[src/rtl/dds_sweep_ctrl.sv]
// Frequency-sweep scheduler for the cordic_dds runtime config port.
// Steps a frequency word from f_start to f_stop with a programmable dwell per point.
module dds_sweep_ctrl #(
   parameter int FW_WIDTH    = 32,
   parameter int DWELL_WIDTH = 16
) (
   input  logic                   clk,
   input  logic                   rst_n,
   input  logic                   start,
   input  logic                   abort,
   input  logic [1:0]             mode,
   input  logic [FW_WIDTH-1:0]    f_start,
   input  logic [FW_WIDTH-1:0]    f_stop,
   input  logic [FW_WIDTH-1:0]    f_step,
   input  logic [DWELL_WIDTH-1:0] dwell,
   input  logic [FW_WIDTH-1:0]    phase_word,
   output logic                   cfg_vld,
   output logic [FW_WIDTH-1:0]    cfg_freq_word,
   output logic [FW_WIDTH-1:0]    cfg_phase_word,
   output logic                   busy,
   output logic                   done,
   output logic [15:0]            sweep_cnt,
   output logic [1:0]             dbg_state
);

   // cfg_vld is a one-cycle strobe with no ready: the DDS must accept the
   // word/phase pair in every cycle cfg_vld is high; both words hold otherwise.

   typedef enum logic [1:0] {
      S_IDLE  = 2'd0,
      S_ISSUE = 2'd1,
      S_DWELL = 2'd2
   } state_t;

   state_t                 state_q, state_d;
   logic [FW_WIDTH-1:0]    start_q, stop_q, step_q, phase_q;
   logic [FW_WIDTH-1:0]    cur_q, cur_d;
   logic [1:0]             mode_q;
   logic [DWELL_WIDTH-1:0] dwell_q, cnt_q, cnt_d;
   logic                   dir_up_q, dir_up_d;
   logic [FW_WIDTH:0]      up_sum, down_lim;
   logic [FW_WIDTH-1:0]    up_next, down_next, phase_d;
   logic                   latch, degen, at_end;
   logic                   cfg_vld_d, done_d, busy_d, cnt_inc;

   assign latch     = (state_q == S_IDLE) && start && !abort;
   assign phase_d   = latch ? phase_word : phase_q;
   assign dbg_state = state_q;

   // Sums are one bit wider so a step near the top of the range clamps instead of wrapping.
   assign up_sum    = {1'b0, cur_q} + {1'b0, step_q};
   assign up_next   = (up_sum >= {1'b0, stop_q}) ? stop_q : up_sum[FW_WIDTH-1:0];
   assign down_lim  = {1'b0, start_q} + {1'b0, step_q};
   assign down_next = ({1'b0, cur_q} < down_lim) ? start_q : (cur_q - step_q);

   assign degen  = (step_q == '0) || (start_q >= stop_q);
   assign at_end = degen || (dir_up_q ? (cur_q == stop_q) : (cur_q == start_q));

   always_ff @(posedge clk or negedge rst_n) begin
      if (!rst_n) begin
         start_q <= '0;
         stop_q  <= '0;
         step_q  <= '0;
         phase_q <= '0;
         dwell_q <= '0;
         mode_q  <= 2'd0;
      end else if (latch) begin
         start_q <= f_start;
         stop_q  <= f_stop;
         step_q  <= f_step;
         phase_q <= phase_word;
         dwell_q <= dwell;
         mode_q  <= (mode == 2'd3) ? 2'd0 : mode;
      end
   end

   always_comb begin
      state_d   = state_q;
      cur_d     = cur_q;
      cnt_d     = cnt_q;
      dir_up_d  = dir_up_q;
      cfg_vld_d = 1'b0;
      done_d    = 1'b0;
      cnt_inc   = 1'b0;
      case (state_q)
         S_IDLE: begin
            if (latch) begin
               state_d  = S_ISSUE;
               cur_d    = f_start;
               dir_up_d = 1'b1;
            end
         end
         S_ISSUE: begin
            state_d = S_DWELL;
            cnt_d   = (dwell_q == '0) ? '0 : (dwell_q - DWELL_WIDTH'(1));
         end
         S_DWELL: begin
            if (cnt_q != '0) begin
               cnt_d = cnt_q - DWELL_WIDTH'(1);
            end else if (at_end) begin
               cnt_inc = 1'b1;
               case (mode_q)
                  2'd1: begin
                     state_d = S_ISSUE;
                     cur_d   = start_q;
                  end
                  2'd2: begin
                     state_d = S_ISSUE;
                     if (degen) begin
                        cur_d = start_q;
                     end else begin
                        dir_up_d = !dir_up_q;
                        cur_d    = dir_up_q ? down_next : up_next;
                     end
                  end
                  default: begin
                     state_d = S_IDLE;
                     done_d  = 1'b1;
                  end
               endcase
            end else begin
               state_d = S_ISSUE;
               cur_d   = dir_up_q ? up_next : down_next;
            end
         end
         default: state_d = S_IDLE;
      endcase

      // Abort overrides whatever the sweep wanted to do this cycle.
      if (abort && (state_q != S_IDLE)) begin
         state_d = S_IDLE;
         cur_d   = cur_q;
         done_d  = 1'b0;
         cnt_inc = 1'b0;
      end

      cfg_vld_d = (state_d == S_ISSUE);
      busy_d    = (state_d != S_IDLE);
   end

   always_ff @(posedge clk or negedge rst_n) begin
      if (!rst_n) begin
         state_q        <= S_IDLE;
         cur_q          <= '0;
         cnt_q          <= '0;
         dir_up_q       <= 1'b1;
         cfg_vld        <= 1'b0;
         cfg_freq_word  <= '0;
         cfg_phase_word <= '0;
         busy           <= 1'b0;
         done           <= 1'b0;
         sweep_cnt      <= 16'd0;
      end else begin
         state_q  <= state_d;
         cur_q    <= cur_d;
         cnt_q    <= cnt_d;
         dir_up_q <= dir_up_d;
         cfg_vld  <= cfg_vld_d;
         busy     <= busy_d;
         done     <= done_d;
         if (cfg_vld_d) begin
            cfg_freq_word  <= cur_d;
            cfg_phase_word <= phase_d;
         end
         if (cnt_inc) begin
            sweep_cnt <= sweep_cnt + 16'd1;
         end
      end
   end

endmodule

[config.mk]
export PLATFORM = sky130hd
export DESIGN_NAME = dds_sweep_ctrl
export DESIGN_NICKNAME = d
export VERILOG_FILES = /design/src/rtl/dds_sweep_ctrl.sv
export SDC_FILE = /design/constraint.sdc
export NUM_CORES = 1
export LEC_CHECK = 0
export BUFFER_PORTS_ARGS = -buffer_cell sky130_fd_sc_hd__buf_4
export CORE_MARGIN = 5
export CORE_UTILIZATION = 45
export DETAILED_ROUTE_END_ITERATION = 16
export GPL_ROUTABILITY_DRIVEN = 0
export GPL_TIMING_DRIVEN = 0
export PLACE_DENSITY = 0.61
export SYNTH_ARGS = -nofsm -noshare
export SYNTH_HDL_FRONTEND = slang
export SYNTH_SLANG_ARGS = --single-unit
[constraint.sdc]
create_clock -name clk -period 9.3 [get_ports clk]
set_clock_uncertainty 0.2 [all_clocks]
set_input_delay 1.86 -clock clk [delete_from_list [all_inputs] [get_ports clk]]
set_output_delay 1.86 -clock clk [all_outputs]
set_load 0.005 [all_outputs]
* Word-level counts from Yosys, hierarchy flattened
Cells that the tools add are included.
** Cells by class
- Equality and inequality tests :: 14
- Reduce and logical (&&, ||, !) cells :: 18
- Magnitude comparators :: 3
- Add/sub/neg operators :: 6
- Mux-type cells :: 38
** Operator list (number)
- $mux W32 :: 10
- $pmux W32 S2 :: 2
- $add A32 B32 Y33 :: 2
- $eq A32 B32 Y1 :: 2
- $ge A33 B32 Y1 :: 1
- $lt A32 B33 Y1 :: 1
- $ge A32 B32 Y1 :: 1
- $logic_not A32 Y1 :: 1
- $mux W16 :: 2
- $pmux W16 S2 :: 1
- $sub A16 B1 Y16 const B :: 2
- $sub A32 B32 Y32 :: 1
- $add A16 B1 Y16 const B :: 1
- $logic_not A16 Y1 :: 1
- $mux W1 :: 16
- $reduce_bool A16 Y1 :: 1
- $mux W2 :: 5
- $ne A2 B2 Y1 const B :: 5
- $reduce_bool A2 Y1 :: 4
- $eq A2 B1 Y1 const B :: 3
- $eq A2 B2 Y1 const B :: 3
- $pmux W2 S3 :: 1
- $reduce_and A6 Y1 :: 1
- $logic_and A1 B1 Y1 :: 3
- other kinds (7) :: 9
** Storage, ports and cells
- Word-level logic and storage cells :: 95
- Input port bits :: 150
- Bits in registers :: 280
- Output and inout bits :: 85

* Depth between registers and ports, before layout
- Depth after elaboration :: 10
- Gate-level depth with buffers :: 30
- Gate-level depth less buffers :: 28

* Least setup slack after synthesis
No wires, ideal clock.
- Path kind :: reg-to-reg
- Start :: register start_q[0]
- End :: register cfg_freq_word[24]
- Period minus slack after synthesis :: 5959 ps
- Path buffers :: 2
- Library setup time :: 125 ps
- Arrival :: 5634 ps
- Required time :: 8975 ps
- Stages on the path, launching flop included :: 31
- Setup slack :: 3341 ps
- Cell sequence :: dfrtp_1 ha_1 inv_1 fa_1 nand2b_1 a21oi_1 o41ai_4 o21ai_2 a221oi_4 nor2_1 o21a_1 o21ai_0 a21oi_1 or4_1 a2111oi_0 nor3_1 ha_1 nand2_1 nor2_1 o211a_1 o211ai_1 a21oi_1 o21a_1 buf_6 o21ai_2 a21o_1 buf_2 a221o_1 o211ai_1 nand3_1 mux2_2
** Between the ends
- Longest elaborated chain between the ends :: 10
- Elaborated cells between the ends (all ways) :: 21
- Those cells by class :: add/sub (1); order compare (2); eq/ne (2); mux (14); reduce/logical (2)
** RTL lines
- start, declared :: line 36 : logic [FW_WIDTH-1:0] start_q, stop_q, step_q, phase_q;
- start signal, assigned :: line 68 : start_q <= f_start;
- $add A32 B32 Y33 :: line 53 : assign down_lim = {1'b0, start_q} + {1'b0, step_q};
- $lt A32 B33 Y1 :: line 54 : assign down_next = ({1'b0, cur_q} < down_lim) ? start_q : (cur_q - step_q);
- $mux W32 :: line 54
- $mux W32 :: line 113 : cur_d = dir_up_q ? down_next : up_next;
- $mux W32 :: line 109 : if (degen) begin
- $pmux W32 S2 :: line 102 : case (mode_q)
- $mux W32 :: line 100 : end else if (at_end) begin
- $mux W32 :: line 98 : if (cnt_q != '0) begin
- $pmux W32 S2 :: line 85 : case (state_q)
- $mux W32 :: line 130 : if (abort && (state_q != S_IDLE)) begin
- end signal, assigned :: line 162 : cfg_freq_word <= cur_d;
- end, declared :: line 18 : output logic [FW_WIDTH-1:0] cfg_freq_word,
Parallel ways exist; a longest one is shown, timed or not.
A chain may end at the register's enable or synchronous reset.

* Worst setup path after layout
- Start :: register start_q[1]
- End :: register cfg_freq_word[26]
Same word-level chain as after synthesis.

==> flow_summary.toml <==
[run_status]
outcome = "finished, violations left"
violations = "capacitance limit, slew limit"

[routing]
wl_per_cell_um = 25.4
wl_met2_um = 38200
drt-total-wl_um = 89100
drt_pass1_iterations = 8
vias = 22368
drcViolationCount = 0
top_layer_used = "met4"
drtIter0Drc = 3112
antenna_left = 0
viasPerCell = 6.37
wl_met1_um = 35500
met3WireLength_um = 9910

[yosys]
synth_edf_count = 0
synth_cell_types = 81
synth-main-ff-cell = "dfrtp_1"
syn-cell-area_mm2 = 0.0213
synthArstFlopShare_pct = 100
yosysWarnings = 0
avgSynthCellArea_um2 = 8.18
netlist_instances = 2604
ys_seq_area_share_pct = 32.9
syn_nets = 2952
ys_ff_latch = 280

[clock_tree]
clockBufferDepth = 3
hold_buffers = 0
clk-insertion-delay-late_ns = 0.59
path_clk_slew_ns = 0.06
cts_resized = 0
postCtsSetupRepairBufs = 0
root_buffer = "clkbuf_16"
cts_tree = "built"
htreeDepth = 2
clkSinkCount = 280
numCtsBuffers = 35

[sta]
slew_headroom_pct = -5.86
rsz0062_at_grt = "false"
tns_ns = 0
finalHoldViolations = 0
setup_viol = 0
period_minus_slack_ns = 9.00
max_freq_mhz = 111
fin_crit_sh_pct = 96.8
tightest_slew_ns = 1.55
slew_violations = 2

[grt]
grt_max_degree = 121
grt_usage_pct = 33.3
antenna_found_initial = 0
grt_pass1_vias = 21390
gr-total-overflow = 0
grt_pass1_wl_um = 131000

[finish]
synthToLayoutAreaGrowth_pct = 17.7
final_cells = 3510
nets = 3224
drive_above_1_share_pct = 12.6
n_fill_cell = 4492
insertedDiodeCount = 0

[floorplanning]
initial_core_util_pct = 45.7
die_w_um = 228
row_count = 79
io_pins = 235
die_y_um = 228
core_mm2 = 0.0467
dieArea_mm2 = 0.0518

[worst_setup_path]
start_kind = "flip-flop"
cp.arrival_ns = 9.28
crit_top_cell = "o21ai_0"
crit_slowest_cell = "clkbuf_1"
required_ns = 9.57
max_stage_delay_ns = 0.67
r2r_slack_ns = 0.30
end_kind = "flip-flop"
cp_max_fo = 10
setup.worst_path.class = "flip-flop to flip-flop"

[min_path]
hp-class = "flip-flop to flip-flop"

[place]
hpwl_um = 68800
dp_cells = 3446
port_buffers = 233

[pwr]
ir_drop_mv = 0.176
p_leak_nw = 11.9
power_density_mw_per_mm2 = 318

[run]
max_cap_viol_count = 1
==> critical path: cells and delay by family (launching register included) <==
kind            cells  cell delay [ns]
compound gates     19             5.81
buf+inv             2             1.34
fa+ha+maj           2             0.59
flops               1             0.46
simple gates        2             0.30
xor+xnor            1             0.19
==> sequential cells by signal (all words and copies together) (netlist names), 32 cells and up <==
register and count:
cfg_phase_word 32, cur_q 32, stop_q 32, phase_q 32, cfg_freq_word 32, step_q 32, start_q 32
==> per-layer routing <==
metal / global-route usage [%] / vias to the layer above
met4: 15.5 / 0
met2: 50.1 / 1389
met5: 0 / -
li1: - / 9887
met3: 8.21 / 352
met1: 45.3 / 10740
==> power by group <==
part           switching [W]  internal, W
Clock               0.000595     0.000844
Combinational        0.00297      0.00166
Sequential          0.000405      0.00150
Total                0.00397      0.00401
==> synth_stat cells, types with 38 or more instances <==
cell type | n | area, um2
nand2_1 | 460 | 1730
dfrtp_1 | 279 | 6980
o21ai_0 | 208 | 1040
nor2_1 | 204 | 766
ha_1 | 195 | 2440
a21oi_1 | 180 | 901
inv_1 | 118 | 443
xnor2_1 | 102 | 893
clkbuf_1 | 90 | 338
nor3_1 | 53 | 265
a31oi_1 | 52 | 325
mux2i_1 | 41 | 410
nand3_1 | 40 | 200
a21o_1 | 38 | 285
==> placed cells by master, fill, tap and decap left out, types with 14 or more instances in the layout <==
master	instances
buf_4	233
clkbuf_1	96
nor3_1	53
a21o_1	38
nand3_1	40
o21bai_1	18
mux2_2	24
a211oi_1	27
nand2b_1	19
a221oi_1	22
a21oi_1	180
nand4_1	29
xor2_1	36
o221ai_1	15
o31ai_1	17
clkbuf_16	35
and3_1	16
o211ai_1	25
inv_1	118
nor2_1	204
xnor2_1	102
nor4_1	33
nor2b_1	23
a21boi_0	14
dfrtp_1	279
o21a_1	20
mux2i_1	41
ha_1	195
nand2_1	460
o21ai_0	207
a31oi_1	52
a221o_1	14
buf_2	18
==> worst paths after layout <==
| path | start | endpoint | depth (start not counted) |
|---|---|---|---|
| hold / removal | phase_q[4] | phase_q[4] | 2 |
| min in group asynchronous | rst_n | step_q[7] | 1 |
| hold reg to reg | phase_q[4] | phase_q[4] | 2 |
| setup / recovery | start_q[1] | cfg_freq_word[26] | 26 |
| setup reg to reg | start_q[1] | cfg_freq_word[26] | 26 |
| max in group asynchronous | rst_n | dwell_q[10] | 3 |
==> metrics by stage <==
step	setup WS [ns]	total power [W]	hold slack, ns	util, %	instance area (um2)
3_5_place_dp	0.468	0.00630	0.256	51.2	23900
5_1_grt	0.289	0.00838	0.286	53.7	25100
4_1_cts	0.453	0.00777	0.270	53.7	25100
3_3_place_gp	0.527	0.00621	0.251	51.0	23800
2_1_floorplan	3.34	0.00468	0.239	-	21300
6_report	0.295	0.00798	0.268	53.7	25100
==> cell type report <==
cell class / instances / area [um2] / share of cell area (%)
Timing Repair Buffer: 235 / 1810 / 7.23
Tap cell: 607 / 759 / 3.03
Buffer: 119 / 480 / 1.92
Sequential cell: 280 / 7010 / 28.0
Inverter: 121 / 454 / 1.81
Multi-Input combinational cell: 2084 / 13400 / 53.3
Clock buffer: 48 / 995 / 3.97
Clock inverter: 16 / 196 / 0.784
==> cell families (layout without fill, tap and decap cells) <==
| kind of cell | Yosys count | in the layout | synth area share (%) |
|---|---|---|---|
| simple gates | 930 | 930 | 19.2 |
| xor+xnor | 138 | 138 | 5.67 |
| flops | 280 | 280 | 32.9 |
| buf+inv | 240 | 539 | 4.39 |
| compound gates | 753 | 753 | 22.9 |
| fa+ha+maj | 198 | 198 | 11.7 |
| mux | 65 | 65 | 3.20 |
Power figures use the tool's default switching activity.
